File: src/rtl/mips_multi_cycle_control.sv
// Multi-cycle MIPS control FSM: sequences fetch/decode/execute/memory/write-back
// over a shared datapath, with a req/ack memory handshake, timeout trap and saturating counters.
module mips_multi_cycle_control #(
    parameter int MEM_TIMEOUT = 16,
    parameter int CNT_W       = 16
) (
    input  logic             i_clk,
    input  logic             i_reset,
    input  logic [5:0]       i_op_code,
    input  logic             i_zero,
    input  logic             i_mem_ack,
    output logic             o_mem_req,
    output logic             o_mem_write,
    output logic             o_iord,
    output logic             o_ir_load,
    output logic             o_pc_write,
    output logic [1:0]       o_pc_src,
    output logic             o_alu_src_a,
    output logic [1:0]       o_alu_src_b,
    output logic [3:0]       o_alu_ctrl,
    output logic             o_reg_dst,
    output logic             o_mem_to_reg,
    output logic             o_w_en,
    output logic             o_trap,
    output logic [1:0]       o_trap_cause,
    output logic [CNT_W-1:0] o_instr_count,
    output logic [CNT_W-1:0] o_stall_count
);

    localparam logic [5:0] OP_R    = 6'b000000;
    localparam logic [5:0] OP_LW   = 6'b100011;
    localparam logic [5:0] OP_SW   = 6'b101011;
    localparam logic [5:0] OP_ADDI = 6'b001000;
    localparam logic [5:0] OP_ANDI = 6'b001100;
    localparam logic [5:0] OP_ORI  = 6'b001101;
    localparam logic [5:0] OP_SLTI = 6'b001010;
    localparam logic [5:0] OP_BEQ  = 6'b000100;
    localparam logic [5:0] OP_BNE  = 6'b000101;
    localparam logic [5:0] OP_J    = 6'b000010;

    localparam logic [3:0] ALU_ADD   = 4'b0010;
    localparam logic [3:0] ALU_SUB   = 4'b0110;
    localparam logic [3:0] ALU_AND   = 4'b0000;
    localparam logic [3:0] ALU_OR    = 4'b0001;
    localparam logic [3:0] ALU_SLT   = 4'b0111;
    localparam logic [3:0] ALU_FUNCT = 4'b1111;

    localparam logic [7:0] TMO_LAST = 8'(MEM_TIMEOUT - 1);

    typedef enum logic [2:0] {
        FETCH, DECODE, EXEC, MEM, WB, BRANCH, JUMP, TRAP
    } state_t;

    state_t           state, next_state;
    logic [5:0]       op_q;
    logic [7:0]       tmo_cnt;
    logic             trap;
    logic [1:0]       cause;
    logic [CNT_W-1:0] instr_count, stall_count;

    logic       req, stall, tmo_hit, retire, trap_set;
    logic [1:0] trap_cause_nxt;

    assign req     = (state == FETCH) || (state == MEM);
    assign stall   = req && !i_mem_ack;
    assign tmo_hit = stall && (tmo_cnt == TMO_LAST);

    always_comb begin
        next_state     = state;
        retire         = 1'b0;
        trap_set       = 1'b0;
        trap_cause_nxt = 2'b00;
        o_mem_req      = 1'b0;
        o_mem_write    = 1'b0;
        o_iord         = 1'b0;
        o_ir_load      = 1'b0;
        o_pc_write     = 1'b0;
        o_pc_src       = 2'b00;
        o_alu_src_a    = 1'b0;
        o_alu_src_b    = 2'b00;
        o_alu_ctrl     = 4'b0000;
        o_reg_dst      = 1'b0;
        o_mem_to_reg   = 1'b0;
        o_w_en         = 1'b0;
        case (state)
            FETCH: begin
                o_mem_req = 1'b1;
                if (i_mem_ack) begin
                    o_ir_load   = 1'b1;
                    o_pc_write  = 1'b1;
                    o_alu_src_b = 2'b01;
                    o_alu_ctrl  = ALU_ADD;
                    next_state  = DECODE;
                end else if (tmo_hit) begin
                    next_state     = TRAP;
                    trap_set       = 1'b1;
                    trap_cause_nxt = 2'b10;
                end
            end
            DECODE: begin
                case (i_op_code)
                    OP_R, OP_LW, OP_SW, OP_ADDI,
                    OP_ANDI, OP_ORI, OP_SLTI: next_state = EXEC;
                    OP_BEQ, OP_BNE:           next_state = BRANCH;
                    OP_J:                     next_state = JUMP;
                    default: begin
                        next_state     = TRAP;
                        trap_set       = 1'b1;
                        trap_cause_nxt = 2'b01;
                    end
                endcase
            end
            EXEC: begin
                o_alu_src_a = 1'b1;
                case (op_q)
                    OP_R:                 begin o_alu_src_b = 2'b00; o_alu_ctrl = ALU_FUNCT; end
                    OP_LW, OP_SW, OP_ADDI: begin o_alu_src_b = 2'b10; o_alu_ctrl = ALU_ADD; end
                    OP_SLTI:              begin o_alu_src_b = 2'b10; o_alu_ctrl = ALU_SLT; end
                    OP_ANDI:              begin o_alu_src_b = 2'b11; o_alu_ctrl = ALU_AND; end
                    OP_ORI:               begin o_alu_src_b = 2'b11; o_alu_ctrl = ALU_OR; end
                    default: ;
                endcase
                next_state = (op_q == OP_LW || op_q == OP_SW) ? MEM : WB;
            end
            MEM: begin
                o_mem_req   = 1'b1;
                o_iord      = 1'b1;
                o_mem_write = (op_q == OP_SW);
                if (i_mem_ack) begin
                    // a store completes here; a load still needs its write-back cycle
                    retire     = (op_q == OP_SW);
                    next_state = (op_q == OP_SW) ? FETCH : WB;
                end else if (tmo_hit) begin
                    next_state     = TRAP;
                    trap_set       = 1'b1;
                    trap_cause_nxt = 2'b10;
                end
            end
            WB: begin
                o_w_en       = 1'b1;
                o_reg_dst    = (op_q == OP_R);
                o_mem_to_reg = (op_q == OP_LW);
                retire       = 1'b1;
                next_state   = FETCH;
            end
            BRANCH: begin
                o_alu_src_a = 1'b1;
                o_alu_src_b = 2'b00;
                o_alu_ctrl  = ALU_SUB;
                o_pc_src    = 2'b01;
                o_pc_write  = ((op_q == OP_BEQ) && i_zero) || ((op_q == OP_BNE) && !i_zero);
                retire      = 1'b1;
                next_state  = FETCH;
            end
            JUMP: begin
                o_pc_write = 1'b1;
                o_pc_src   = 2'b10;
                retire     = 1'b1;
                next_state = FETCH;
            end
            TRAP: ;
            default: next_state = FETCH;
        endcase
        // Reset forces every strobe low immediately, without waiting for a clock edge.
        if (!i_reset) begin
            o_mem_req    = 1'b0;
            o_mem_write  = 1'b0;
            o_iord       = 1'b0;
            o_ir_load    = 1'b0;
            o_pc_write   = 1'b0;
            o_pc_src     = 2'b00;
            o_alu_src_a  = 1'b0;
            o_alu_src_b  = 2'b00;
            o_alu_ctrl   = 4'b0000;
            o_reg_dst    = 1'b0;
            o_mem_to_reg = 1'b0;
            o_w_en       = 1'b0;
        end
    end

    always_ff @(posedge i_clk or negedge i_reset) begin
        if (!i_reset) begin
            state       <= FETCH;
            op_q        <= 6'b000000;
            tmo_cnt     <= 8'd0;
            trap        <= 1'b0;
            cause       <= 2'b00;
            instr_count <= '0;
            stall_count <= '0;
        end else begin
            state <= next_state;
            if (state == DECODE)
                op_q <= i_op_code;
            if (i_mem_ack || (next_state != state))
                tmo_cnt <= 8'd0;
            else if (stall)
                tmo_cnt <= tmo_cnt + 8'd1;
            if (trap_set && !trap) begin
                trap  <= 1'b1;
                cause <= trap_cause_nxt;
            end
            if (retire && (instr_count != '1))
                instr_count <= instr_count + CNT_W'(1);
            if (stall && (stall_count != '1))
                stall_count <= stall_count + CNT_W'(1);
        end
    end

    assign o_trap        = trap;
    assign o_trap_cause  = cause;
    assign o_instr_count = instr_count;
    assign o_stall_count = stall_count;

endmodule
File: config.mk
export PLATFORM = sky130hd
export DESIGN_NAME = mips_multi_cycle_control
export DESIGN_NICKNAME = d
export VERILOG_FILES = /design/src/rtl/mips_multi_cycle_control.sv
export SDC_FILE = /design/constraint.sdc
export NUM_CORES = 1
export LEC_CHECK = 0
export CORE_MARGIN = 3
export CORE_UTILIZATION = 50
export CTS_BUF_LIST = sky130_fd_sc_hd__clkbuf_8
export DETAILED_ROUTE_END_ITERATION = 6
export GPL_TIMING_DRIVEN = 1
export PLACE_DENSITY = 0.75
export SETUP_SLACK_MARGIN = 0.02
export SLEW_MARGIN = 20
export SYNTH_ARGS = -nofsm -noshare
export SYNTH_HDL_FRONTEND = slang
export SYNTH_SLANG_ARGS = --single-unit
File: constraint.sdc
create_clock -name i_clk -period 2.55 [get_ports i_clk]
set_input_delay 0.3825 -clock i_clk [delete_from_list [all_inputs] [get_ports i_clk]]
set_output_delay 0.3825 -clock i_clk [all_outputs]
set_load 0.01 [all_outputs]
==> impl_summary.log, run 1 <==
[metrics] post-synth top area share: 43.4%
[metrics] number of distinct standard cells referenced by the synthesized netlist: 54
[metrics] via count: around 2600
[metrics] number of hold buffers added after CTS: 0
[metrics] placement row count: 27
[metrics] Worst Clk Skew: 0.0125 ns
[metrics] aggregate global-route resource usage: about a fifth
[metrics] Buffers on Ports: 61
[metrics] worst-case clock buffer depth: 2
[metrics] min cycle time layout: 2.42 ns
[metrics] Clock Root Buffer: sky130_fd_sc_hd__clkbuf_8
[metrics] required time reported for the critical path endpoint: 2.17 ns
[metrics] initial antenna violation count: 0
[metrics] cell with the biggest individual delay on the critical path: sky130_fd_sc_hd__clkdlybuf4s50_1
[metrics] post-synthesis net count: 324
[metrics] number of antenna diodes: 0
[metrics] Pwr Density: 895 nW/um^2
[metrics] Post-synth EDFFs: 0
[metrics] filler cell count in the final layout: 445
[metrics] routability-driven placement congestion ratio: 0.836
[metrics] post-synthesis cell type with the largest combined area: sky130_fd_sc_hd__dfrtp_1
[metrics] Fmax: 0.412 GHz
[metrics] die width: ~83 um
[metrics] endpoint of the lowest-slack register-to-register path: o_stall_count[9]
[metrics] area of the multi-input gates: 1640 um^2
[metrics] sequential area share after synthesis: 43.4%
[metrics] vertical die dimension: 83.5 um
[metrics] type of the worst setup path: reg2out
[metrics] CTS clk-pin slew, worst paths: roughly 0.10 ns
[metrics] clk_lat worst skew: around 0.30 ns
[metrics] register bit total from synthesis: 52
[metrics] H-tree depth: 2
[metrics] crit start category: flip-flop
[metrics] main flop type after synthesis: sky130_fd_sc_hd__dfrtp_1
[metrics] Setup WS post-layout: about 0.13 ns
[metrics] Final setup viols: 0
[metrics] DRC viols: 0
[metrics] Setup crit end: o_pc_write
[metrics] ratio of cells with drive above 1 in the final layout: 12.5%
[metrics] FFs w/ async S/R, synth: 100%
[metrics] Core ar.: 5640 um^2
[metrics] post-route clock period utilization: 95.1%
[metrics] via count of the first global-routing pass: 2558
[metrics] ordered cell list for the critical path: buf_4, nor2_1, a21oi_1, nor2_1, o21a_1, clkdlybuf4s50_1
[metrics] initial cell density of the core: 53.2%
[metrics] number of hold-slack violations in the final timing report: 0
[metrics] count of warnings emitted by yosys: 0
[metrics] number of antenna-violating nets in the routed design: 0
[metrics] commonest non-fill, non-tap cell in the layout: sky130_fd_sc_hd__clkdlybuf4s50_1
[metrics] pin count of the biggest net entering global routing: 42
[metrics] io pins: 62
[metrics] wire length of the first global-routing pass: 11800 um
[metrics] average vias per placed instance: 5.70
[metrics] sum of net half-perimeters after detailed placement: 5100 um
[metrics] outcome: finished, final reports clean
[metrics] Remaining Overflow, GRT: 0
[metrics] MaxCap Viol Count: 0
[metrics] clock sinks: between 50 and 60
[metrics] endpoint kind of the worst setup timing path: output pin
[metrics] top area cells in the synthesized netlist: sky130_fd_sc_hd__dfrtp_1 (43%), sky130_fd_sc_hd__xnor2_1 (7.9%), sky130_fd_sc_hd__nor2_1 (4.5%), sky130_fd_sc_hd__nand3_1 (3.7%), sky130_fd_sc_hd__xor2_1 (3.5%)
[metrics] most used cell along the critical path: sky130_fd_sc_hd__nor2_1
[metrics] total power consumption of the routed design: 3.51 mW
[metrics] depth of the worst register-to-register path: 6
[metrics] largest fanout on the critical path: 13
[metrics] starting DRC count in detailed routing: approximately 180
[metrics] Post-layout nets: 397
[metrics] Setup Total Neg Slack: 0 ns
[metrics] floorplan die area: 6970 um^2
[metrics] startpoint of the most critical register-to-register path: state[1]
[metrics] Critical path origin: state[1]
[metrics] mean post-synth cell area: about 9.6 um^2
[metrics] WL/cell: 15.3 um
[metrics] setup repair after global routing missed its margin: false
[metrics] number of iterations in the first detailed-routing pass: 4
[metrics] minimum setup slack after placement: 0.130 ns
[metrics] worst ir drop on vdd: 0.000814 V
[metrics] slew at the pin closest to its max-slew limit: 0.553 ns
[metrics] Syn-to-layout area delta: 30.6%
[metrics] number of buffers added by the clock tree synthesis step: 5
[metrics] worst slew margin relative to its limit: 62.8%
[metrics] longest individual stage delay on the worst path: around 0.53 ns
[metrics] number of max-slew violations in the final report: 0
[metrics] class of the worst hold path: in2async
[metrics] reg-to-reg slack, setup: 0.40 ns
[metrics] synthesized cell area: around 3000 um^2
[metrics] leakage power total: 1.60 nW
[metrics] arrival time at the worst endpoint: 2.04 ns
[metrics] most frequent cells in the layout: sky130_fd_sc_hd__clkdlybuf4s50_1 (55), sky130_fd_sc_hd__dfrtp_1 (50), sky130_fd_sc_hd__nor2_1 (35)
[metrics] synthesized instance count: 311
[metrics] Register Area: 1300 um^2
[metrics] total wire length after detailed routing: about 7000 um
[metrics] TritonCTS clock tree: done
## per-stage QoR
step	cells	instance area (um^2)	utilization (%)	hold WS, ns
after detailed placement	448	3760	66.7	0.400
after global placement	448	3760	66.7	0.403
final	457	3920	69.5	0.0591
after floorplan	311	3000	-	0.0869
after CTS	457	3890	69.0	0.0750
after global routing	457	3920	69.5	0.0766
## registers in the layout, indices dropped and copies added, names as in the netlist
name	flops
op_q	6
o_trap_cause	2
o_trap	1
o_instr_count	16
tmo_cnt	8
o_stall_count	16
state	3
## how the worst min path moves through the flow
stage            start                to  slack [ns]  cells after the start
6_report       i_reset        tmo_cnt[7]        0.06                      2
5_1_grt        i_reset        tmo_cnt[6]        0.08                      2
4_1_cts        i_reset        tmo_cnt[6]        0.07                      2
3_5_place_dp   i_reset        tmo_cnt[6]        0.40                      2
3_3_place_gp   i_reset        tmo_cnt[6]        0.40                      2
2_1_floorplan  i_reset  o_instr_count[0]        0.09                      0
## per-layer routing
metal	part of all wire (%)	up-vias	GRT usage [%]
li1	-	1267	-
met1	46	1265	26.7
met2	47	67	32.9
met3	5.4	8	4.05
met4	1.5	0	6.43
met5	0	-	0
## worst max-delay path, delay by kind of cell, from the launching register on
family                 cells  cell delay (ns)
AOI/OAI and AO/OA          2             0.22
buffers and inverters      2             0.73
DFF                        1             0.46
and+or+nand+nor            2             0.32
## cell families (layout without fill, tap and decap cells)
| kind of cell | after synthesis | count (layout) | synth area share, % |
|---|---|---|---|
| AO/OA/AOI/OAI | 42 | 42 | 10.8 |
| XOR/XNOR | 40 | 40 | 11.9 |
| adder cells (fa/ha/maj) | 3 | 3 | 1.25 |
| buffers and inverters | 17 | 91 | 2.46 |
| flip-flops | 52 | 52 | 43.4 |
| multiplexers | 8 | 8 | 2.96 |
| AND/OR/NAND/NOR | 149 | 149 | 27.3 |
## cell type report
| type | instances | share of cell area, % |
|---|---|---|
| Multi-Input combinational cell | 242 | 41.8 |
| Clock buffer | 7 | 2.46 |
| Sequential cell | 52 | 33.3 |
| Inverter | 5 | 0.479 |
| Tap cell | 72 | 2.30 |
| Clock inverter | 1 | 0.766 |
| Timing Repair Buffer | 78 | 18.9 |
## power by group
part	leakage [nW]	internal, mW	switching (mW)	total [mW]
logic	0.870	0.806	0.848	1.65
registers	0.667	1.01	0.229	1.24
clock network	0.0645	0.347	0.268	0.615
## Yosys cell counts (all sizes together), types with 2 or more instances
library cell / n
nor3b: 2
o2111ai: 2
nor3: 12
xnor2: 27
nor2: 37
a32oi: 2
nand3b: 5
and4: 3
dfrtp: 52
o31ai: 2
nand2: 18
or2: 2
o21a: 2
mux2: 7
nand2b: 6
o22a: 3
o211ai: 3
and2: 3
a21oi: 6
and3: 7
nor2b: 3
buf: 6
or3: 5
nand4: 15
or4: 3
xor2: 13
clkbuf: 6
nand3: 22
o21ai: 13
ha: 3
nor4: 3
inv: 5
and4b: 2
## what timing repair did
item | in CTS | in global routing
pin swaps | 0 | 0
buffers inserted | 1 | 0
endpoints found under the setup margin | 3 | 3
gates resized for setup | 3 | 9
(Power assumes the default switching activity.)
==> run 2, diff against run 1 <==
--- a/config.mk
+++ b/config.mk
@@ -5,13 +5,14 @@
 export SDC_FILE = /design/constraint.sdc
 export NUM_CORES = 1
 export LEC_CHECK = 0
+export CORE_ASPECT_RATIO = 0.9
 export CORE_MARGIN = 3
 export CORE_UTILIZATION = 50
 export CTS_BUF_LIST = sky130_fd_sc_hd__clkbuf_8
 export DETAILED_ROUTE_END_ITERATION = 6
 export GPL_TIMING_DRIVEN = 1
 export PLACE_DENSITY = 0.75
-export SETUP_SLACK_MARGIN = 0.02
+export SETUP_SLACK_MARGIN = 0.4
 export SLEW_MARGIN = 20
 export SYNTH_ARGS = -nofsm -noshare
 export SYNTH_HDL_FRONTEND = slang
==> run 2 against run 1 <==
First-iteration DRC count shrank 11%. Total power grew 9.0%. Via count grew 1.7%. Sequential share of layout area shrank 1.2 points. Critical endpoint is now o_alu_ctrl[1]. Final area grew 3.8%. Sequential power is essentially flat. Critical path type unchanged.
==> impl_summary.log, run 2 (same netlist as run 1, synthesis figures left out) <==
[metrics] outcome: finished, final reports clean
[metrics] Final Hold Slack: 0.334 ns (+0.274 ns)
[metrics] switching power as a share of total power: 37.0% (-1.3 points)
[metrics] floorplan die area: 6970 um^2 (about the same)
[metrics] aggregate global-route resource usage: 21.7% (+1.6 points)
[metrics] worst ir drop on vdd: 0.000682 V (-16%)
[metrics] number of hold-slack violations in the final timing report: 0 (unchanged)
[metrics] most used cell along the critical path: sky130_fd_sc_hd__buf_6
[metrics] starting DRC count in detailed routing: 157 (-11%)
[metrics] clock sinks: 52 (unchanged)
[metrics] arrival time at the worst endpoint: 1.82 ns (-0.22 ns)
[metrics] die width: 87.7 um (+5.0%)
[metrics] number of placed instances, taps included: 444 (-0.89%)
[metrics] routability-driven placement congestion ratio: 0.840 (+0.49%)
[metrics] average vias per placed instance: 5.74 (+0.63%)
[metrics] ordered cell list for the critical path: buf_6, nor2_4, buf_6, buf_6, nand2_2, o22a_1, o31ai_2, and2_1, buf_2
[metrics] placement row count: 26 (-3.7%)
[metrics] Core ar.: 5760 um^2 (+2.1%)
[metrics] setup repair after global routing missed its margin: true
[metrics] Placement Cell Area: 3740 um^2 (-0.47%)
[metrics] internal power component: 2.41 mW (+11%)
[metrics] TritonCTS clock tree: done
[metrics] Buffers on Ports: 61 (unchanged)
[metrics] number of antenna-violating nets in the routed design: 0 (unchanged)
[metrics] min cycle time layout: 2.20 ns (-0.222 ns)
[metrics] Setup WS post-layout: 0.347 ns (+0.222 ns)
[metrics] initial antenna violation count: 0 (unchanged)
[metrics] H-tree depth: 2 (unchanged)
[metrics] total wire length after detailed routing: 7220 um (+3.3%)
[metrics] Syn-to-layout area delta: 35.6%
[metrics] Final setup viols: 0 (unchanged)
[metrics] ratio of cells with drive above 1 in the final layout: 18.6% (+6.2 points)
[metrics] number of max-slew violations in the final report: 0 (unchanged)
[metrics] worst-case clock buffer depth: 2 (unchanged)
[metrics] endpoint kind of the worst setup timing path: output pin
[metrics] post-route cell area: 4070 um^2 (+3.8%)
[metrics] pin count of the biggest net entering global routing: 49 (+17%)
[metrics] cell with the biggest individual delay on the critical path: sky130_fd_sc_hd__dfrtp_1
[metrics] WL/cell: 15.6 um (+2.2%)
[metrics] clock network fraction of total power: 19.9% (+2.4 points)
[metrics] slew at the pin closest to its max-slew limit: 0.589 ns (+0.0361 ns)
[metrics] leakage power total: 1.69 nW (+5.2%)
[metrics] DRC viols: 0 (unchanged)
[metrics] commonest non-fill, non-tap cell in the layout: sky130_fd_sc_hd__dfrtp_1
[metrics] wire length of the first global-routing pass: 11900 um (+1.4%)
[metrics] MaxCap Viol Count: 0 (unchanged)
[metrics] filler cell count in the final layout: 470 (+5.6%)
[metrics] post-route clock period utilization: 86.4% (-8.7 points)
[metrics] proportion of power drawn by flip-flops and latches: 32.6% (-2.7 points)
[metrics] initial cell density of the core: 52.1% (-1.1 points)
[metrics] most frequent cells in the layout: sky130_fd_sc_hd__dfrtp_1 (50), sky130_fd_sc_hd__clkdlybuf4s50_1 (45), sky130_fd_sc_hd__nor2_1 (31)
[metrics] worst slew margin relative to its limit: 60.7% (-2.1 points)
[metrics] Fmax: 0.454 GHz (+10%)
[metrics] Remaining Overflow, GRT: 0 (unchanged)
[metrics] required time reported for the critical path endpoint: 2.17 ns (about the same)
[metrics] via count of the first global-routing pass: 2475 (-3.2%)
[metrics] io pins: 62 (unchanged)
[metrics] Setup Total Neg Slack: 0 ns (unchanged)
[metrics] CTS clk-pin slew, worst paths: 0.10 ns (about the same)
[metrics] vertical die dimension: 79.5 um (-4.8%)
[metrics] share of power burned in combinational logic: 47.5% (+0.3 points)
[metrics] largest fanout on the critical path: 4 (-9)
[metrics] Clock Root Buffer: sky130_fd_sc_hd__clkbuf_8
[metrics] sum of net half-perimeters after detailed placement: 4920 um (-3.5%)
[metrics] class of the worst hold path: in2async
[metrics] Worst Clk Skew: 0.00778 ns (-0.00471 ns)
[metrics] longest individual stage delay on the worst path: 0.44 ns (-0.09 ns)
[metrics] Post-layout nets: 404 (+1.8%)
[metrics] number of antenna diodes: 0 (unchanged)
[metrics] via count: 2652 (+1.7%)
[metrics] number of iterations in the first detailed-routing pass: 4 (unchanged)
[metrics] switching component of the power: 1.41 mW (+5.2%)
[metrics] minimum setup slack after placement: 0.154 ns (+0.0239 ns)
[metrics] crit start category: flip-flop
[metrics] clk_lat worst skew: 0.30 ns (about the same)
[metrics] Pwr Density: 939 nW/um^2 (+4.9%)
[metrics] number of buffers added by the clock tree synthesis step: 5 (unchanged)
[metrics] type of the worst setup path: reg2out
[metrics] Post-Layout Cell Count: 462 (+1.1%)
## run 2: layout make-up
cell class / instances / area [um^2] / area share (%)
Sequential cell: 52 / 1300 / 32.0
Multi-Input combinational cell: 242 / 1700 / 41.8
Tap cell: 70 / 87.6 / 2.15
Inverter: 5 / 18.8 / 0.461
Timing Repair Buffer: 85 / 801 / 19.7
Clock buffer: 5 / 68.8 / 1.69
Clock inverter: 3 / 90.1 / 2.21
## run 2: final timing paths
path	startpoint	end	slack [ns]	cells past startpoint
max in group asynchronous	i_reset	op_q[0]	1.73	3
min in group i_clk	o_instr_count[6]	o_instr_count[6]	0.51	1
hold reg to reg	o_instr_count[6]	o_instr_count[6]	0.51	1
hold / removal	i_reset	tmo_cnt[4]	0.33	3
setup reg to reg	state[0]	o_stall_count[9]	0.51	6
setup / recovery	op_q[4]	o_alu_ctrl[1]	0.35	9
## run 2: what timing repair did
item                                   in CTS  in global routing
resized for setup                          39                 21
endpoints found under the hold margin       4                  0
setup endpoints to repair                  15                 15
setup buffers                               7                  2
pin swaps                                   5                  4
hold buffers                                1                  0
## run 2: per-stage QoR
stage               util (%)  power [mW]
floorplan                  -        2.23
finish                  70.7        3.82
global placement        65.0        2.79
global route            70.7        4.07
detailed placement      65.0        2.81
CTS                     69.7        3.75
## run 2: layer usage
metal | routed length, um | share of wire, % | global-route usage (%)
met3 | 383 | 5.3 | 4.23
met5 | 0 | 0 | 0
met4 | 91 | 1.3 | 6.90
met2 | 3470 | 48 | 33.5
met1 | 3270 | 45 | 30.6
## run 2: power groups by stage
stage	Combinational [mW]	Sequential, mW	Clock, mW
after floorplan	0.996	1.23	0
after global placement	1.55	1.24	0
after detailed placement	1.57	1.24	0
after CTS	1.74	1.24	0.772
after global routing	1.98	1.28	0.816
final	1.82	1.25	0.761
## run 2: critical path: cells and delay by family (launching register included)
family,cells,cell delay (ns)
DFF,1,0.44
and+or+nand+nor,3,0.29
AOI/OAI and AO/OA,2,0.35
buffers and inverters,4,0.46
==> run 3, diff against run 2 <==
--- a/config.mk
+++ b/config.mk
@@ -11,7 +11,7 @@
 export CTS_BUF_LIST = sky130_fd_sc_hd__clkbuf_8
 export DETAILED_ROUTE_END_ITERATION = 6
 export GPL_TIMING_DRIVEN = 1
-export PLACE_DENSITY = 0.75
+export PLACE_DENSITY = 0.86
 export SETUP_SLACK_MARGIN = 0.4
 export SLEW_MARGIN = 20
 export SYNTH_ARGS = -nofsm -noshare
==> run 3 against run 2 <==
Register-to-register slack got worse by 0.04 ns. Critical path type unchanged. Wire length decreased by 0.75%. Largest power group unchanged. Non-clock buffer count decreased by 3.
==> impl_summary.log, run 3 (same netlist as run 1, synthesis figures left out) <==
[metrics] setup repair after global routing missed its margin: true
[metrics] Placement Cell Area: 3760 um^2 (+0.40%)
[metrics] arrival time at the worst endpoint: 1.72 ns (-0.10 ns)
[metrics] clock sinks: 52 (unchanged)
[metrics] sum of net half-perimeters after detailed placement: 5130 um (+4.3%)
[metrics] CTS clk-pin slew, worst paths: 0.09 ns (about the same)
[metrics] Final setup viols: 0 (unchanged)
[metrics] average vias per placed instance: 5.77 (+0.57%)
[metrics] most frequent cells in the layout: sky130_fd_sc_hd__dfrtp_1 (48), sky130_fd_sc_hd__clkdlybuf4s50_1 (45), sky130_fd_sc_hd__nor2_1 (31)
[metrics] Fmax: 0.475 GHz (+4.6%)
[metrics] largest fanout on the critical path: 2 (-2)
[metrics] clk_lat worst skew: 0.31 ns (about the same)
[metrics] leakage power total: 1.60 nW (-4.9%)
[metrics] final core area utilization: 68.1% (-2.6 points)
[metrics] post-route clock period utilization: 82.6% (-3.8 points)
[metrics] io pins: 62 (unchanged)
[metrics] Worst Clk Skew: 0.0109 ns (+0.00315 ns)
[metrics] outcome: finished, final reports clean
[metrics] Post-layout nets: 401 (-0.74%)
[metrics] vertical die dimension: 79.5 um (unchanged)
[metrics] slew at the pin closest to its max-slew limit: 0.593 ns (+0.00413 ns)
[metrics] TritonCTS clock tree: done
[metrics] Buffers on Ports: 61 (unchanged)
[metrics] number of buffer and inverter stages on the critical path: 1 (-3)
[metrics] number of max-slew violations in the final report: 0 (unchanged)
[metrics] Syn-to-layout area delta: 30.7%
[metrics] MaxCap Viol Count: 0 (unchanged)
[metrics] met2 wire len: 3540 um (+2.0%)
[metrics] DR WL met3: 326 um (-15%)
[metrics] minimum setup slack after placement: 0.117 ns (-0.0365 ns)
[metrics] ordered cell list for the critical path: or3_4, or4_4, nor2_1, buf_2
[metrics] endpoint kind of the worst setup timing path: output pin
[metrics] H-tree depth: 2 (unchanged)
[metrics] number of iterations in the first detailed-routing pass: 4 (unchanged)
[metrics] aggregate global-route resource usage: 21.4% (-0.28 points)
[metrics] type of the worst setup path: reg2out
[metrics] WL/cell: 15.6 um (+0.12%)
[metrics] wire length of the first global-routing pass: 12100 um (+1.3%)
[metrics] placement row count: 26 (unchanged)
[metrics] Remaining Overflow, GRT: 0 (unchanged)
[metrics] initial antenna violation count: 0 (unchanged)
[metrics] Core ar.: 5760 um^2 (unchanged)
[metrics] pin count of the biggest net entering global routing: 44 (-10%)
[metrics] Setup WS post-layout: 0.443 ns (+0.0959 ns)
[metrics] worst ir drop on vdd: 0.000580 V (-15%)
[metrics] Final Hold Slack: 0.0176 ns (-0.316 ns)
[metrics] via count of the first global-routing pass: 2628 (+6.2%)
[metrics] startpoint of the most critical register-to-register path: tmo_cnt[5]
[metrics] initial cell density of the core: 52.1% (unchanged)
[metrics] total wire length after detailed routing: 7160 um (-0.75%)
[metrics] cell with the biggest individual delay on the critical path: sky130_fd_sc_hd__or4_4
[metrics] Pwr Density: 872 nW/um^2 (-7.2%)
[metrics] number of antenna diodes: 0 (unchanged)
[metrics] number of hold-slack violations in the final timing report: 0 (unchanged)
[metrics] die width: 87.7 um (unchanged)
[metrics] floorplan die area: 6970 um^2 (unchanged)
[metrics] class of the worst hold path: in2async
[metrics] starting DRC count in detailed routing: 131 (-17%)
[metrics] crit start category: flip-flop
[metrics] via count: 2644 (-0.30%)
[metrics] post-route cell area: 3920 um^2 (-3.6%)
[metrics] required time reported for the critical path endpoint: 2.17 ns (about the same)
[metrics] CP delay by family, top: simple AND/OR/NAND/NOR gates
[metrics] area of the multi-input gates: 1690 um^2 (-0.37%)
[metrics] ratio of cells with drive above 1 in the final layout: 18.8% (+0.19 points)
[metrics] commonest non-fill, non-tap cell in the layout: sky130_fd_sc_hd__dfrtp_1
[metrics] Clock Root Buffer: sky130_fd_sc_hd__clkbuf_8
[metrics] number of buffers added by the clock tree synthesis step: 5 (unchanged)
[metrics] min cycle time layout: 2.11 ns (-0.0959 ns)
[metrics] number of antenna-violating nets in the routed design: 0 (unchanged)
[metrics] detailed-route wire length on metal 1: 3230 um (-1.3%)
[metrics] number of hold buffers added after CTS: 0 (-1)
[metrics] worst-case clock buffer depth: 2 (unchanged)
[metrics] Setup Total Neg Slack: 0 ns (unchanged)
[metrics] Critical path origin: op_q[3]
[metrics] longest individual stage delay on the worst path: 0.42 ns (-0.02 ns)
[metrics] Top Metal Used: met4
[metrics] worst slew margin relative to its limit: 60.1% (-0.64 points)
[metrics] DRC viols: 0 (unchanged)
[metrics] filler cell count in the final layout: 461 (-1.9%)
[metrics] routability-driven placement congestion ratio: 0.898 (+6.9%)
[metrics] Register Area: 1310 um^2 (+0.19%)
## run 3: stage by stage
step                      std cells  total power [mW]
after CTS                       456              3.35
after floorplan                 311              2.23
after global placement          446              2.81
after global routing            458              3.65
final                           458              3.42
after detailed placement        446              2.84
## run 3: report_power, final
part	internal, mW	switching, mW	leakage (nW)
logic	0.834	0.888	0.899
clock network	0.186	0.265	0.0400
registers	1.01	0.234	0.664
## run 3: layout make-up
class | count | share of cell area (%)
clock buffer | 5 | 1.75
timing repair buffer | 82 | 18.7
clock inverter | 2 | 0.319
inverter | 5 | 0.479
sequential | 52 | 33.3
tap | 70 | 2.23
multi-input combinational | 242 | 43.2
## run 3: final timing paths
path	endpoint	slack (ns)	cells past startpoint
setup / recovery	o_reg_dst	0.44	4
hold / removal	tmo_cnt[6]	0.02	2
setup reg to reg	state[2]	0.47	6
hold reg to reg	o_instr_count[13]	0.50	1
max in group asynchronous	tmo_cnt[3]	1.77	3
min in group i_clk	o_instr_count[13]	0.50	1
## run 3: what timing repair did
| item | in CTS | in global routing |
|---|---|---|
| buffers inserted | 3 | 2 |
| resized for setup | 32 | 26 |
| pin swaps | 0 | 6 |
| endpoints found under the setup margin | 15 | 19 |
## run 3: worst reg2reg max path, delay by kind of cell (launching register included)
kind | cells | cell delay [ns]
and+or+nand+nor | 2 | 0.93
DFF | 1 | 0.43
muxes | 1 | 0.07
AOI/OAI and AO/OA | 2 | 0.38
buffers and inverters | 1 | 0.18
## run 3: per-layer routing
| metal | vias to the layer above | global-route usage, % |
|---|---|---|
| met5 | - | 0 |
| met4 | 0 | 5.37 |
| met3 | 8 | 4.02 |
| met2 | 74 | 34.9 |
| met1 | 1292 | 29.3 |
| li1 | 1270 | - |
